### src/rtl/user_proj_multicount.sv
// ============================================================================
// Module  : user_proj_multicount
// Purpose : CHANNELS x WIDTH-bit Wishbone up/down counters with limit match,
//           IRQ mask and LA override of channel 0. Optional MULTICOUNT_PRESCALE_EN
//           adds a shared tick prescaler at BASE_ADR+0x104.
// Revision: 1.0 - initial release
// ============================================================================
`ifndef MPRJ_IO_PADS
`define MPRJ_IO_PADS 38
`endif
`timescale 1ns/1ps
`default_nettype none

module user_proj_multicount #(
  parameter int          WIDTH    = 16,
  parameter int          CHANNELS = 2,
  parameter logic [31:0] BASE_ADR = 32'h3000_0000,
  parameter int          IO_BITS  = 16
) (
  input  logic                     wb_clk_i,
  input  logic                     wb_rst_i,
  input  logic                     wbs_stb_i,
  input  logic                     wbs_cyc_i,
  input  logic                     wbs_we_i,
  input  logic [3:0]               wbs_sel_i,
  input  logic [31:0]              wbs_dat_i,
  input  logic [31:0]              wbs_adr_i,
  output logic                     wbs_ack_o,
  output logic [31:0]              wbs_dat_o,
  input  logic [63:0]              la_data_in,
  output logic [63:0]              la_data_out,
  input  logic [63:0]              la_oenb,
  input  logic [`MPRJ_IO_PADS-1:0] io_in,
  output logic [`MPRJ_IO_PADS-1:0] io_out,
  output logic [`MPRJ_IO_PADS-1:0] io_oeb,
  output logic [2:0]               irq,
  input  logic                     user_clock2
);

  localparam int              PADS        = `MPRJ_IO_PADS;
  localparam logic [31:0]     C_CHANNELS  = 32'(CHANNELS);
  localparam logic [PADS-1:0] C_OEB_VALUE = ~((PADS'(1) << IO_BITS) - PADS'(1));

  logic [31:0] w_off;
  logic        w_req;
  logic        w_wr;
  logic        w_ch_region;
  logic        w_irqmask_hit;
  logic        w_tick;
  logic [31:0] w_bmask;
  logic [31:0] w_rdata;

  logic        ack_q;
  logic [31:0] dat_q;
  logic [63:0] la_q;
  logic [PADS-1:0] io_q;
  logic [2:0]  irq_q;
  logic [CHANNELS-1:0] irqmask_q, irqmask_d;

  logic [WIDTH-1:0]    w_count [CHANNELS];
  logic [WIDTH-1:0]    w_limit [CHANNELS];
  logic [CHANNELS-1:0] w_en, w_dir, w_os, w_match;

  // A request is blocked during its own ack cycle, which forces an idle
  // cycle between consecutive acks.
  assign w_off         = wbs_adr_i - BASE_ADR;
  assign w_req         = wbs_stb_i & wbs_cyc_i & ~ack_q;
  assign w_wr          = w_req & wbs_we_i;
  assign w_ch_region   = (w_off[31:8] == 24'd0) && ({28'd0, w_off[7:4]} < C_CHANNELS);
  assign w_irqmask_hit = (w_off[31:2] == 30'h40);
  assign w_bmask       = {{8{wbs_sel_i[3]}}, {8{wbs_sel_i[2]}},
                          {8{wbs_sel_i[1]}}, {8{wbs_sel_i[0]}}};

`ifdef MULTICOUNT_PRESCALE_EN
  logic [7:0] prescale_q, prescale_d;
  logic [7:0] pcnt_q, pcnt_d;
  logic       w_prescale_hit;

  assign w_prescale_hit = (w_off[31:2] == 30'h41);
  assign w_tick         = (pcnt_q == prescale_q);

  always_comb begin
    prescale_d = prescale_q;
    pcnt_d     = w_tick ? 8'd0 : pcnt_q + 8'd1;
    if (w_wr && w_prescale_hit) begin
      pcnt_d = 8'd0;
      if (wbs_sel_i[0]) prescale_d = wbs_dat_i[7:0];
    end
  end

  always_ff @(posedge wb_clk_i or posedge wb_rst_i) begin
    if (wb_rst_i) begin
      prescale_q <= 8'd0;
      pcnt_q     <= 8'd0;
    end else begin
      prescale_q <= prescale_d;
      pcnt_q     <= pcnt_d;
    end
  end
`else
  assign w_tick = 1'b1;
`endif

  for (genvar i = 0; i < CHANNELS; i++) begin : g_ch
    logic [WIDTH-1:0] count_q, count_d, limit_q, limit_d;
    logic             en_q, en_d, dir_q, dir_d, os_q, os_d, match_q, match_d;
    logic             match_set;
    logic             hit, wr_ctrl, wr_count, wr_limit, wr_status, ovr;

    assign hit       = w_ch_region && (w_off[7:4] == 4'(i));
    assign wr_ctrl   = w_wr && hit && (w_off[3:2] == 2'd0);
    assign wr_count  = w_wr && hit && (w_off[3:2] == 2'd1);
    assign wr_limit  = w_wr && hit && (w_off[3:2] == 2'd2);
    assign wr_status = w_wr && hit && (w_off[3:2] == 2'd3);
    assign ovr       = (i == 0) && !la_oenb[63];

    // Priority, lowest to highest: counting, Wishbone write, LA override.
    always_comb begin
      en_d      = en_q;
      dir_d     = dir_q;
      os_d      = os_q;
      count_d   = count_q;
      limit_d   = limit_q;
      match_set = 1'b0;

      if (w_tick && en_q && !ovr) begin
        if (!dir_q) begin
          if (count_q == limit_q) begin
            match_set = 1'b1;
            if (os_q) en_d = 1'b0;
            else      count_d = '0;
          end else begin
            count_d = count_q + WIDTH'(1);
          end
        end else begin
          if (count_q == '0) begin
            match_set = 1'b1;
            if (os_q) en_d = 1'b0;
            else      count_d = limit_q;
          end else begin
            count_d = count_q - WIDTH'(1);
          end
        end
      end

      if (wr_ctrl && wbs_sel_i[0]) begin
        en_d  = wbs_dat_i[0];
        dir_d = wbs_dat_i[1];
        os_d  = wbs_dat_i[2];
      end
      if (wr_count)
        count_d = WIDTH'((32'(count_q) & ~w_bmask) | (wbs_dat_i & w_bmask));
      if (wr_limit)
        limit_d = WIDTH'((32'(limit_q) & ~w_bmask) | (wbs_dat_i & w_bmask));

      match_d = match_set | (match_q & ~(wr_status & wbs_sel_i[0] & wbs_dat_i[0]));

      if (ovr) count_d = la_data_in[WIDTH-1:0];
    end

    always_ff @(posedge wb_clk_i or posedge wb_rst_i) begin
      if (wb_rst_i) begin
        count_q <= '0;
        limit_q <= '0;
        en_q    <= 1'b0;
        dir_q   <= 1'b0;
        os_q    <= 1'b0;
        match_q <= 1'b0;
      end else begin
        count_q <= count_d;
        limit_q <= limit_d;
        en_q    <= en_d;
        dir_q   <= dir_d;
        os_q    <= os_d;
        match_q <= match_d;
      end
    end

    assign w_count[i] = count_q;
    assign w_limit[i] = limit_q;
    assign w_en[i]    = en_q;
    assign w_dir[i]   = dir_q;
    assign w_os[i]    = os_q;
    assign w_match[i] = match_q;
  end

  always_comb begin
    w_rdata = 32'd0;
    for (int k = 0; k < CHANNELS; k++) begin
      if (w_ch_region && (w_off[7:4] == 4'(k))) begin
        case (w_off[3:2])
          2'd0:    w_rdata = {29'd0, w_os[k], w_dir[k], w_en[k]};
          2'd1:    w_rdata = 32'(w_count[k]);
          2'd2:    w_rdata = 32'(w_limit[k]);
          default: w_rdata = {31'd0, w_match[k]};
        endcase
      end
    end
    if (w_irqmask_hit) w_rdata = 32'(irqmask_q);
`ifdef MULTICOUNT_PRESCALE_EN
    if (w_prescale_hit) w_rdata = {24'd0, prescale_q};
`endif
  end

  always_comb begin
    irqmask_d = irqmask_q;
    if (w_wr && w_irqmask_hit && wbs_sel_i[0]) irqmask_d = wbs_dat_i[CHANNELS-1:0];
  end

  always_ff @(posedge wb_clk_i or posedge wb_rst_i) begin
    if (wb_rst_i) begin
      ack_q     <= 1'b0;
      dat_q     <= 32'd0;
      la_q      <= 64'd0;
      io_q      <= '0;
      irq_q     <= 3'd0;
      irqmask_q <= '0;
    end else begin
      ack_q     <= w_req;
      dat_q     <= (w_req && !wbs_we_i) ? w_rdata : 32'd0;
      la_q      <= {w_en[0], w_match[0], 62'(w_count[0])};
      io_q      <= PADS'(w_count[0][IO_BITS-1:0]);
      irq_q     <= {2'b00, |(w_match & irqmask_q)};
      irqmask_q <= irqmask_d;
    end
  end

  assign wbs_ack_o   = ack_q;
  assign wbs_dat_o   = dat_q;
  assign la_data_out = la_q;
  assign io_out      = io_q;
  assign irq         = irq_q;
  // Pad direction never changes, so it is tied to its reset value.
  assign io_oeb      = C_OEB_VALUE;

  logic w_unused;
  assign w_unused = ^{io_in, user_clock2, la_data_in, la_oenb, w_off[1:0]};

endmodule

`default_nettype wire

### config.mk
export PLATFORM = sky130hd
export DESIGN_NAME = user_proj_multicount
export DESIGN_NICKNAME = d
export VERILOG_FILES = /design/src/rtl/user_proj_multicount.sv
export SDC_FILE = /design/constraint.sdc
export NUM_CORES = 1
export LEC_CHECK = 0
export ABC_CLOCK_PERIOD_IN_PS = 4800
export CAP_MARGIN = 10
export CORE_AREA = 5 5 157 159
export CTS_BUF_LIST = sky130_fd_sc_hd__clkbuf_16
export DETAILED_ROUTE_END_ITERATION = 8
export DIE_AREA = 0 0 162 164
export PLACE_DENSITY = 0.73
export SYNTH_ARGS = -nofsm -noshare
export SYNTH_HDL_FRONTEND = slang
export SYNTH_SLANG_ARGS = --single-unit
### constraint.sdc
create_clock -name wb_clk_i -period 4.8 [get_ports wb_clk_i]
set_input_delay 0.96 -clock wb_clk_i [delete_from_list [all_inputs] [get_ports wb_clk_i]]
set_output_delay 0.96 -clock wb_clk_i [all_outputs]
set_load 0.03 [all_outputs]
# Word level (Yosys, flattened, before mapping)
# Cells that the tools add are included.
[classes] n_mux=41 bitwise=25 shifts=0 n_addsub=5 reduce_logical=32 multipliers=0 magnitude_cmp=1 eq_ne=13 div_mod_pow=0
[op_table] operator="$mux 16" n=16
[op_table] operator="$mux 32" n=3
[op_table] operator="$pmux 16 s3" n=2
[op_table] operator="$and 16x16->16" n=5
[op_table] operator="$or 16x16->16" n=4
[op_table] operator="$add 16x1->16 const B" n=2
[op_table] operator="$eq 16x16->1" n=2
[op_table] operator="$logic_not 16->1" n=2
[op_table] operator="$sub 16x1->16 const B" n=2
[op_table] operator="$sub 32x30->32 const B" n=1
[op_table] operator="$eq 30x7->1 const B" n=1
[op_table] operator="$logic_not 24->1" n=1
[op_table] operator="$mux 1" n=20
[op_table] operator="$logic_and 1x1->1" n=19
[op_table] operator="$not 16->16" n=1
[op_table] operator="$ne 5x5->1 const B" n=2
[op_table] operator="$and 1x1->1" n=9
[op_table] operator="$reduce_and 3->1" n=3
[op_table] operator="$ne 4x4->1 const B" n=2
[op_table] operator="$ne 3x1->1 const B" n=2
[op_table] operator="$eq 2x2->1 const B" n=2
[op_table] operator="$eq 4x1->1 const B" n=1
[op_table] operator="$logic_not 4->1" n=1
[op_table] operator="$lt 4x2->1 const B" n=1
[op_table] operator="9 further kinds" n=13
[word_totals] regBits=142 mem_bits_ro=0 word_cells=135 input_bits=240 mem_count=0 mem_bits_rw=0 latchBits=0

# Depth between registers and ports, before layout
# Gate-level depths: netlist (run 1).
[logic_depth] word_depth=11 mapped_depth=12 depth_no_buf=9

# Worst setup path before layout (run 1)
# No wires, ideal clock.
[synth_path] path_type="input to register" start="input wbs_adr_i[31]" end="register with a tool-made name" cell_stages=9 arrival_ns=2.827 slack_ns=1.847 required_time_ns=4.674 setup_ns=0.126 path_cell_list="nor4b_1 > and4b_1 > and2_1 > and4_1 > buf_2 > and2_1 > clkbuf_1 > nor2_1 > a221o_1"
[synth_lines] element="start, declared" line="27" text="input logic [31:0] wbs_adr_i,"

==> impl_results.md, run 1 <==
- Result of the run: completed
- Number of standard cells after synthesis: 920
- Number of remaining DRC errors: 0
- Count of hold-fix buffers inserted at cts: 0
- Most repeated cell in the gate-level netlist after synthesis: buf_4
- Finished Layout Cells: 1275
- Post-synthesis cell type with the largest combined area: dfrtp_1
- Fin. max-slew vios: 0
- Width of the die: 162 um
- Maximum clock path buffer count: 2
- Startpoint class of the critical path: input pin
- Antenna violations before repair: 2
- Post-synth EDFFs: 0
- Ys Warns: 0
- Depth of the CTS H-tree: 3
- Maximum fanout encountered on the critical timing path: 9
- Setup-failing EPs final: 0
- Clock transition at the registers of the reported paths: 80 ps
- ANT nets after route: 0
- P_leak: 3.958 nW
- Register-to-Register Setup Slack: 1290 ps
- Crit end category: flip-flop
- Worst hold path class: reg2reg
- Hold path cells: 0
- Combinational share of power: 27.1%
- Via density: 5.440
- Ratio of cells with drive above 1 in the final layout: 9.543%
- Number of gates given a new drive strength after cts: 0
- Highest attainable clock frequency: 0.2809 GHz
- Vias in the first global route: 6383
- Critical path, cell by cell: clkdlybuf4s50_1, nor4_1, and4_1, and2_1, and4_1, buf_4, a211o_1, nand2_1, o221a_2
- Placer Congestion: 0.9263
- Clock network fraction of total power: 30.8%
- Maximum single-stage delay on the critical path: 450 ps
- Dominant cell type by count on the critical path: and4_1
- Part of the power in registers: 42.1%
- Instance count after placement with tap cells included: 1259
- Critical setup path kind: in2reg
- Placed wire-length estimate: 17.80 mm
- CTS tree: done
- Final core utilization: 40.44%
- Port Buf Inserts: 121
- Smallest hold slack: 489.0 ps
- Buffer type at the clock tree root: clkbuf_16
- Global-route wire length before repair: 36.20 mm
- Reg2reg path depth: 7
- Antenna cells: 0
- Synthesis-stage register bit count: 110
- Count of vias placed by the detailed router: 6936
- Placement Rows: 56
- Crit share post-route: 74.17%
- Max-Slew Margin vs Limit: 36.24%
- Overall die area: 0.02657 mm^2
- Top-level port count: 416
- CP max-delay cell: clkdlybuf4s50_1
- Starting utilization of the core area: 35.59%
- Portion of synthesized cell area occupied by the leading cell type: 33.45%
- Final critical path time including I/O delays and setup: 3560 ps
- Final setup TNS: 0 ps
- Iteration count of the initial detailed-routing pass: 6
- Final-report hold violation count: 0
- Synthesis-to-layout area growth: 13.64%
- Post-synth cell types: 61
- Core Footprint: 0.02312 mm^2
- Final setup margin: 1240 ps
- Number of max-cap violations: 0
- NumNets Final: 1226
- Clk Latency, worst-skew pair: 370 ps
- Remaining global-route overflow: 0
- Setup repair bufs after CTS: 0
- Top post-synthesis cells by area: dfrtp_1 33%, buf_4 13%, xnor2_1 6.8%
- Internal power: 1.648 mW
- Fraction of power spent switching nets: 35.80%
- Post-Synthesis Cell Area: 0.008229 mm^2
- Largest net degree at the start of global routing: 77
- Switching Power: 918.8 uW
- Leading register cell type out of synthesis: dfrtp_1
- Portion of the post-synthesis area used by sequential elements: 33.45%
- Origin of the worst min-delay path: g_ch[0].en_q
- Proportion of synthesized flip-flops having asynchronous set or reset: 100.0%
- Worst Setup SP: wbs_adr_i[16]
- CTS Buf Count: 9
- Unrepaired setup endpoints after global routing: no
- Max VDD drop: 0.0001848 V
- Average footprint of a synthesized cell: 8.945 um^2
- Arr. time, crit path: 3820 ps
- Post-detailed-route wirelength per cell: 18.65 um
- CTS sink cnt: 110
- Min-Delay Endpoint: la_data_out[63]
- WP data required: 5060 ps
- Setup WS pre-CTS: 889.6 ps
- Iteration-0 DRC count of the detailed router: 786
- Most numerous cell types in the synthesized netlist: 140 x buf_4, 110 x dfrtp_1, 64 x nand2_1, 64 x xnor2_1, 56 x clkbuf_1
- Pwr dens: 274.4 mW/mm^2
- WL final: 23.78 mm
- Global Route Usage Sum: 17.15%
- Setup Skew: 11.02 ps
- Transition time at the pin with the least slew margin: 956.4 ps
- Floorplan die height: 164 um
[power groups by stage]
stage	sequential, mW	combinational, mW	clock [mW]
final	1.08	0.695	0.791
after global routing	1.09	0.739	0.839
after CTS	1.08	0.692	0.804
after detailed placement	1.10	0.690	0
after global placement	1.10	0.684	0
after floorplan	1.07	0.574	0
[per-stage QoR]
step,power (mW),area (um^2)
final,2.566,9351
after global routing,2.670,9351
after CTS,2.576,9351
after detailed placement,1.789,9042
after global placement,1.781,9042
after floorplan,1.649,8687
[kinds of logic (layout without fill, tap and decap cells)]
family                   after synthesis  in the layout  synth area share [%]
multiplexers                          58             58                 7.967
flip-flops                           110            110                 33.45
AO/OA/AOI/OAI                        189            189                 16.54
other                                  2            124               0.09126
XOR/XNOR                              76             76                 8.089
adder cells (fa/ha/maj)                6              6                0.9122
AND/OR/NAND/NOR                      247            247                 15.71
buffers and inverters                232            175                 17.24
[worst max-delay path by stage]
stage,slack (ps),cells after the start,endpoint
floorplan,940,1,asynchronous set/reset pin
global placement,890,9,flip-flop
detailed placement,890,9,flip-flop
CTS,1270,9,flip-flop
global route,1090,9,flip-flop
finish,1240,9,flip-flop
[layer usage]
layer	track usage, %	up-vias	wire (um)
met5	0	-	34
met2	25.76	356	10660
met3	4.065	32	2052
li1	-	3171	-
met4	5.344	4	474
met1	24.48	3373	10560
[cell usage in the layout, fill, tap and decap left out, types with 10 or more instances in the layout]
cell and n:
o221a_2 10, xnor2_1 64, o21ai_0 24, clkdlybuf4s50_1 121
a22oi_1 11, nand4_1 20, xor2_1 12, nor2_1 37
mux2_2 40, a221oi_1 25, buf_4 14, nand3_1 24
o211ai_1 20, inv_1 24, a21oi_1 45, nor4_1 16
nor3_1 28, dfrtp_1 110, conb_1 124, nand2_1 64
mux2i_1 16
[final cells by class]
cell class	count	area, um^2
inverter	24	92.59
sequential	110	2753
clock buffer	9	225.2
clock inverter	7	83.83
tap	290	362.8
fill	2328	13770
multi-input combinational	700	4518
timing repair buffer	135	1316
[critical path: cells and delay by family]
| family | cells | cell delay, ps |
|---|---|---|
| AO/OA/AOI/OAI | 2 | 720 |
| AND/OR/NAND/NOR | 5 | 1500 |
| buffers and inverters | 2 | 640 |
Note: power is estimated with default switching activity, not from simulation.
==> run 2: changes to the inputs <==
- ABC_CLOCK_PERIOD_IN_PS: 4800 -> 3400
- clock period: 4.8 -> 3.4 ns (I/O delays scaled with it)
==> impl_results.md, run 2 (same netlist as run 1, synthesis figures left out) <==
- Result of the run: completed
- Max VDD drop: 0.0002681 V
- Critical setup path kind: in2reg
- Clock transition at the registers of the reported paths: 80 ps
- Remaining global-route overflow: 0
- Crit share post-route: 87.76%
- Startpoint class of the critical path: input pin
- Number of gates given a new drive strength after cts: 0
- Maximum fanout encountered on the critical timing path: 8
- Number of max-cap violations: 0
- Iteration-0 DRC count of the detailed router: 920
- Final setup TNS: 0 ps
- Commonest cells after routing, fill and taps aside: 124 x conb_1, 121 x clkdlybuf4s50_1, 110 x dfrtp_1, 64 x xnor2_1, 64 x nand2_1
- Global-route wire length before repair: 36.83 mm
- Post-detailed-route wirelength per cell: 18.65 um
- Transition time at the pin with the least slew margin: 731.3 ps
- Port Buf Inserts: 121
- Overall die area: 0.02657 mm^2
- WP data required: 3640 ps
- Critical path, cell by cell: clkdlybuf4s50_1, nor4_1, nand4_1, or3_1, nor3_1, nand2_1, mux2_2
- Vias in the first global route: 6620
- Final critical path time including I/O delays and setup: 2984 ps
- Setup WS pre-CTS: 28.25 ps
- CTS tree: done
- CTS Buf Count: 9
- NumNets Final: 1252
- Number of remaining DRC errors: 0
- Final-report hold violation count: 0
- Pwr dens: 381.6 mW/mm^2
- P_leak: 4.089 nW
- Global Route Usage Sum: 17.44%
- Iteration count of the initial detailed-routing pass: 6
- Count of vias placed by the detailed router: 7123
- Count of hold-fix buffers inserted at cts: 0
- Crit end category: flip-flop
- Placed wire-length estimate: 18.61 mm
- Ratio of cells with drive above 1 in the final layout: 11.88%
- Highest attainable clock frequency: 0.3351 GHz
- Arr. time, crit path: 3230 ps
- Final setup margin: 416.1 ps
- Antenna violations before repair: 2
- Placement Rows: 56
- Setup repair bufs after CTS: 0
- Clk Latency, worst-skew pair: 360 ps
- Fin. max-slew vios: 0
- Unrepaired setup endpoints after global routing: no
- WL final: 24.25 mm
- Most frequent standard cell in the layout excluding fill and tap cells: conb_1
- Post-placement cell area: 0.009264 mm^2
- Setup Skew: 9.050 ps
- Largest net degree at the start of global routing: 39
- Buffer type at the clock tree root: clkbuf_16
- Synthesis-to-layout area growth: 16.27%
- Placer Congestion: 0.9632
- Final std cell area, no fill: 0.009568 mm^2
- Via density: 5.479
- Antenna cells: 0
- Starting utilization of the core area: 35.59%
- Maximum clock path buffer count: 2
- CP max-delay cell: or3_1
- Width of the die: 162 um
- Maximum single-stage delay on the critical path: 440 ps
- Floorplan die height: 164 um
- ANT nets after route: 0
- Depth of the CTS H-tree: 3
- Worst hold path class: reg2reg
- CTS sink cnt: 110
- Core Footprint: 0.02312 mm^2
- Top-level port count: 416
- Setup-failing EPs final: 0
- Max-Slew Margin vs Limit: 51.25%
-- run 2: cell count changes in the layout (fill, tap and decap cells not counted), sizes merged --
cell / before / now
inv: 28 / 26
clkinv: 1 / 2
buf: 14 / 40
-- run 2: cell type report --
cell class,count,area [um^2]
Multi-Input combinational cell,700,4518
Fill cell,2295,13550
Inverter,24,93.84
Clock buffer,9,225.2
Timing Repair Buffer,161,1536
Clock inverter,6,78.83
Tap cell,290,362.8
Sequential cell,110,2753
-- run 2: critical path, delay by kind of cell --
family	cells	cell delay, ps
simple gates	5	1760
mux	1	370
buf+inv	1	420
-- run 2: metrics by stage --
| stage | instances | power (mW) | util, % | hold slack, ps |
|---|---|---|---|---|
| 2_1_floorplan | 1042 | 2.328 | - | 348.7 |
| 3_3_place_gp | 1285 | 2.547 | 40.06 | 440.7 |
| 3_5_place_dp | 1285 | 2.562 | 40.06 | 448.6 |
| 4_1_cts | 1300 | 3.673 | 41.38 | 450.7 |
| 5_1_grt | 1300 | 3.810 | 41.38 | 456.0 |
| 6_report | 1300 | 3.651 | 41.38 | 451.5 |
-- run 2: metal layers --
layer  global-route usage (%)  wire length, um  up-vias  share of wire, %
met3                    4.517             2779       36                11
li1                         -                -     3225                 -
met2                    27.07            11010      458                45
met1                    24.33             9986     3400                41
met4                    4.460              444        4               1.8
met5                        0               25        -              0.10
-- run 2: power breakdown --
group,internal (mW),switching [mW]
clock network,0.584,0.524
logic,0.394,0.655
registers,1.38,0.118
total,2.35,1.30
-- run 2: final timing paths --
| check | startpoint | to | slack [ps] | cells after the start |
|---|---|---|---|---|
| worst max-delay path | wbs_adr_i[14] | flip-flop | 420 | 7 |
| worst min-delay path | g_ch[0].match_q | la_data_out[62] | 450 | 0 |
| worst min register to register | g_ch[0].match_q | la_data_out[62] | 450 | 0 |
| max in group asynchronous | wb_rst_i | wbs_dat_o[3] | 2000 | 3 |
| worst max register to register | flip-flop | flip-flop | 460 | 7 |
| min in group asynchronous | wb_rst_i | asynchronous set/reset pin | 770 | 2 |
